<file path="config.mk">
export PLATFORM = sky130hd
export DESIGN_NAME = fornecedor_de_comandos
export DESIGN_NICKNAME = d
export VERILOG_FILES = /design/src/rtl/fornecedor_de_comandos.sv
export SDC_FILE = /design/constraint.sdc
export NUM_CORES = 1
export LEC_CHECK = 0
export ABC_AREA = 1
export BUFFER_PORTS_ARGS = -buffer_cell sky130_fd_sc_hd__clkbuf_2
export CAP_MARGIN = 25
export CORE_ASPECT_RATIO = 0.5
export CORE_MARGIN = 2
export CORE_UTILIZATION = 41
export DETAILED_ROUTE_END_ITERATION = 8
export GPL_ROUTABILITY_DRIVEN = 0
export SYNTH_ARGS = -nofsm -noshare
export SYNTH_HDL_FRONTEND = slang
export SYNTH_SLANG_ARGS = --single-unit
</file>
<file path="constraint.sdc">
create_clock -name CLOCK_25 -period 5.1 [get_ports CLOCK_25]
set_input_delay 0.765 -clock CLOCK_25 [delete_from_list [all_inputs] [get_ports CLOCK_25]]
set_output_delay 0.765 -clock CLOCK_25 [all_outputs]
set_load 0.05 [all_outputs]
</file>
<file path="src/rtl/fornecedor_de_comandos.sv">
// Command supplier for the falling-pattern lanes: round-robin arbitration of
// per-lane trocar requests, one-hot LFSR commands, and song-length accounting.
module fornecedor_de_comandos #(
  parameter int         N_LANES  = 3,
  parameter int         LIST_LEN = 10,
  parameter logic [7:0] SEED     = 8'hA5
) (
  input  logic                   CLOCK_25,
  input  logic                   reset,
  input  logic [N_LANES-1:0]     trocar,
  output logic [4*N_LANES-1:0]   comando,
  output logic [N_LANES-1:0]     comando_valido,
  output logic [7:0]             restantes,
  output logic                   fim_de_jogo
);

  localparam int               PTR_W    = (N_LANES > 1) ? $clog2(N_LANES) : 1;
  localparam logic [7:0]       SEED_NZ  = (SEED == 8'h00) ? 8'h01 : SEED;
  localparam logic [PTR_W-1:0] PTR_INIT = PTR_W'(N_LANES - 1);

  function automatic logic [7:0] lfsr_step(input logic [7:0] s);
    return {s[6:0], s[7] ^ s[5] ^ s[4] ^ s[3]};
  endfunction

  function automatic logic [3:0] cmd_onehot(input logic [1:0] sel);
    return 4'b0001 << sel;
  endfunction

  logic [N_LANES-1:0] trocar_prev;
  logic [N_LANES-1:0] pending;
  logic [N_LANES-1:0] rise;
  logic [N_LANES-1:0] grant;
  logic [PTR_W-1:0]   ptr;
  logic [PTR_W-1:0]   gnt_idx;
  logic [PTR_W-1:0]   idx;
  logic               gnt_any;
  logic [7:0]         lfsr;

  // Stage 0: edge detect and round-robin search starting just after the last winner
  always_comb begin
    rise    = trocar & ~trocar_prev;
    grant   = '0;
    gnt_idx = '0;
    gnt_any = 1'b0;
    idx     = '0;
    for (int k = 1; k <= N_LANES; k++) begin
      idx = PTR_W'((int'(ptr) + k) % N_LANES);
      if (!gnt_any && pending[idx]) begin
        gnt_any    = 1'b1;
        gnt_idx    = idx;
        grant[idx] = 1'b1;
      end
    end
  end

  // Stage 1: registered issue; once the list is exhausted grants load an empty command
  always_ff @(posedge CLOCK_25) begin
    if (!reset) begin
      trocar_prev    <= '1;
      pending        <= '0;
      ptr            <= PTR_INIT;
      lfsr           <= SEED_NZ;
      comando        <= '0;
      comando_valido <= '0;
      restantes      <= 8'(LIST_LEN);
      fim_de_jogo    <= 1'b0;
    end else begin
      trocar_prev    <= trocar;
      pending        <= (pending & ~grant) | rise;
      comando_valido <= grant;
      if (gnt_any) begin
        ptr <= gnt_idx;
        if (restantes != 8'd0) begin
          comando[4*int'(gnt_idx) +: 4] <= cmd_onehot(lfsr[1:0]);
          lfsr                          <= lfsr_step(lfsr);
          restantes                     <= restantes - 8'd1;
          if (restantes == 8'd1) begin
            fim_de_jogo <= 1'b1;
          end
        end else begin
          comando[4*int'(gnt_idx) +: 4] <= 4'b0000;
        end
      end
    end
  end

endmodule

</file>
==> impl_metrics.toml <==
[place]
place_hpwl_mm = 2.95
dp.cells = 379
port-buffer-count = 28

[drt]
vias = 1818
totalWireLength_mm = 4.00
detail_route.wl_per_cell_um = 10.3
ant_nets = 0
drt_pre_antenna_iters = 4
via_count_normalized_by_instance_count = 4.70
drtIter0Drc = 64
drc_errors = 0

[grt]
gr-usage-all-layers_pct = 15.1
pin_count_of_the_biggest_net_entering_global_routing = 26
grt_antenna_before_repair = 0
grt_use_met3_pct = 3.27
grt.overflow.total = 0
global_route.usage.met1_pct = 19.0
global_route.peak_usage_layer = "met2"
global_route.usage.met2_pct = 26.0
number_of_global_route_vias_before_repair = 1544
grt_first_pass_wirelength_mm = 6.69

[timing]
finalCriticalPeriod_ns = 2.88
grt_setup_unrepaired = "false"
final-max-slew-violation-count = 0
max_clock_freq_mhz = 347
timing.final.crit_share_pct = 56.5
setup_total_negative_slack_ns = 0
max_slew_margin_pct = 47.3
fin_worst_skew_ns = 0.00521
timing.final.setup_violations = 0
tightest_slew_ns = 0.789
timing_hold_violations_final = 0

[logic_synthesis]
synth_adder_area_share_pct = 6.16
synth_area_um2 = 2030
synth.avg_cell_area_um2 = 7.05
synthMuxAreaShare_pct = 0
ys_seq_area_share_pct = 39.4
synth-main-ff-cell = "sky130_fd_sc_hd__dfxtp_1"
post_synth_num_cell_types = 27
post_synth_main_area_contributors = "sky130_fd_sc_hd__dfxtp_1, sky130_fd_sc_hd__nand2_1, sky130_fd_sc_hd__nor2_1"
synth_cells = 288
area_share_of_the_largest_cell_type_after_synthesis_pct = 39.4
area_fraction_in_and_or_nand_and_nor_cells_after_synthesis_pct = 34.0
largest_family_of_logic_cells_by_synthesized_area = "simple AND/OR/NAND/NOR gates"
synth_enable_flop_cells = 0
synthesis.yosys.warnings = 0
syn-num-nets = 303
synth_compound_area_share_pct = 9.80
ys_ff_latch = 40
async_reset_ff_share_pct = 0
yosysTopAreaCell = "sky130_fd_sc_hd__dfxtp_1"
synth_area_in_xor_xnor_pct = 1.73

[run]
max_cap_violations = 0

[setup_path]
critical_path.cell_chain = "inv_1 > ha_1 > inv_2 > nand2_1 > nand3_1 > nand2_1 > nand3_1 > nand2_1 > nor2_2 > ha_1 > nor2_1 > nand3_1 > nor2_1 > nand2_1 > a21oi_2"
critical_path_peak_fanout = 13
critPathMostFrequentCell = "sky130_fd_sc_hd__nand2_1"
worst_path_max_delay_cell = "sky130_fd_sc_hd__nor2_2"
setup.worst_path.end_class = "flip-flop"
critPathArrivalTime_ns = 3.10
worstSetupPathType = "flip-flop to flip-flop"
worst_setup_path_start_kind = "flip-flop"
cp_data_required_time_ns = 5.32
cp_num_buf_inv = 2
cpLargestDelayFamily = "simple AND/OR/NAND/NOR gates"
max_stage_delay_ns = 0.44

[clock_tree]
post_cts_buffers = 0
clock_sink_count = 40
cts_tree = "built"
clk_root_buffer_cell = "sky130_fd_sc_hd__clkbuf_8"
cts-root-to-sink-buffers = 2
h_tree_depth = 2
clk-insertion-delay-late_ns = 0.29
post_cts_hold_buffer_count = 0
tritoncts.num_buffers = 5
post_cts_resized = 0
cts.reportedPaths.clkPinSlew_ns = 0.08

[worst_hold_path]
worst_hold_path_type = "flip-flop to flip-flop"

[finish]
area.growth.synth_to_final_pct = 13.1
ff_latch_area_um2 = 801
area_of_the_multi_input_gates_um2 = 1050
drive_above_1_share_pct = 16.4
layout.nets = 331
num_antenna_cells = 0
finish.cell_count_without_fillers = 387
fillers = 497

[die]
design.core.area_um2 = 4840
die_x_um = 104
starting_density_of_the_core_pct = 41.9
fp.dieH_um = 53.8
floorplan.die_area_um2 = 5570
top_level_ports = 29
floorplan.rows = 18

[power_and_ir_drop]
power.ir.vdd_worst_uv = 230
static_leakage_power_nw = 1.04
cellPowerDensity_nw_per_um2 = 596

[run_status]
outcome = "complete, no violations"
-- routing by layer --
metal | up-vias | wire length, um
li1 | 964 | -
met1 | 829 | 2070
met2 | 21 | 1820
met3 | 4 | 84
met4 | 0 | 26
met5 | - | 0
-- power by group --
group          total (mW)  internal [mW]  switching, mW
sequential          0.438          0.383         0.0543
combinational       0.715          0.203          0.512
clock               0.216          0.110          0.106
-- registers in the layout, indices dropped and copies added (netlist names) --
register        cells
pending             3
comando_valido      3
lfsr                8
trocar_prev         3
ptr                 2
restantes           8
comando            12
fim_de_jogo         1
-- logic make-up after synthesis --
kind of cell,after synthesis
and+or+nand+nor,158
xor gates and xnor gates,4
buffers and inverters,40
DFF,40
adders and majority gates,10
AOI/OAI and AO/OA,36
-- worst reg2reg max path, stage by stage (launching register included) --
cell	delay [ns]
sky130_fd_sc_hd__dfxtp_1	0.36
sky130_fd_sc_hd__inv_1	0.08
sky130_fd_sc_hd__ha_1	0.39
sky130_fd_sc_hd__inv_2	0.12
sky130_fd_sc_hd__nand2_1	0.07
sky130_fd_sc_hd__nand3_1	0.07
sky130_fd_sc_hd__nand2_1	0.10
sky130_fd_sc_hd__nand3_1	0.10
sky130_fd_sc_hd__nand2_1	0.09
sky130_fd_sc_hd__nor2_2	0.44
sky130_fd_sc_hd__ha_1	0.34
sky130_fd_sc_hd__nor2_1	0.23
sky130_fd_sc_hd__nand3_1	0.11
sky130_fd_sc_hd__nor2_1	0.11
sky130_fd_sc_hd__nand2_1	0.07
sky130_fd_sc_hd__a21oi_2	0.13
-- layout by cell type, fill, tap and decap left out, drive strengths merged --
cell,netlist,routed
xor2,2,2
inv,33,33
a21boi,1,1
clkbuf,3,35
nor2,40,40
ha,10,10
xnor2,2,2
nand3,27,27
nand2,81,81
clkinvlp,0,1
nand4,1,1
a21oi,21,21
o211ai,3,3
or2,3,3
nor3,2,2
dfxtp,40,40
nand3b,2,2
and3,1,1
o21ai,11,11
nor3b,1,1
-- area by class of cell --
type	count	area share, %
multi-input combinational	208	45.7
tap	70	3.81
inverter	33	5.40
sequential	40	34.9
timing repair buffer	28	6.10
clock inverter	1	0.327
clock buffer	7	3.76
-- per-stage QoR --
step	total power, mW	area (um^2)	util, %	hold slack (ns)	setup slack (ns)
after global routing	1.50	2300	47.4	0.481	1.94
after floorplan	1.08	2030	-	0.430	2.71
final	1.37	2300	47.4	0.452	2.22
after detailed placement	1.16	2200	45.5	0.445	2.25
after CTS	1.38	2300	47.4	0.456	2.23
after global placement	1.16	2200	45.5	0.435	2.31
-- cells in the mapped netlist, types with 3 or more instances --
library cell and instances:
sky130_fd_sc_hd__a21oi_1 20, sky130_fd_sc_hd__buf_6 4, sky130_fd_sc_hd__clkbuf_1 3, sky130_fd_sc_hd__dfxtp_1 40, sky130_fd_sc_hd__ha_1 10, sky130_fd_sc_hd__inv_1 30
sky130_fd_sc_hd__inv_2 3, sky130_fd_sc_hd__nand2_1 77, sky130_fd_sc_hd__nand2_2 3, sky130_fd_sc_hd__nand3_1 24, sky130_fd_sc_hd__nand3_2 3, sky130_fd_sc_hd__nor2_1 39
sky130_fd_sc_hd__o21ai_0 11, sky130_fd_sc_hd__or2_2 3
-- path summary, 6_finish.rpt --
check                                  from           to  slack [ns]  cells past startpoint
worst max-delay path                 ptr[0]   comando[3]        2.22                     15
worst min-delay path            fim_de_jogo  fim_de_jogo        0.45                      2
worst max register to register       ptr[0]   comando[3]        2.22                     15
worst min register to register  fim_de_jogo  fim_de_jogo        0.45                      2
(Power assumes the default switching activity.)
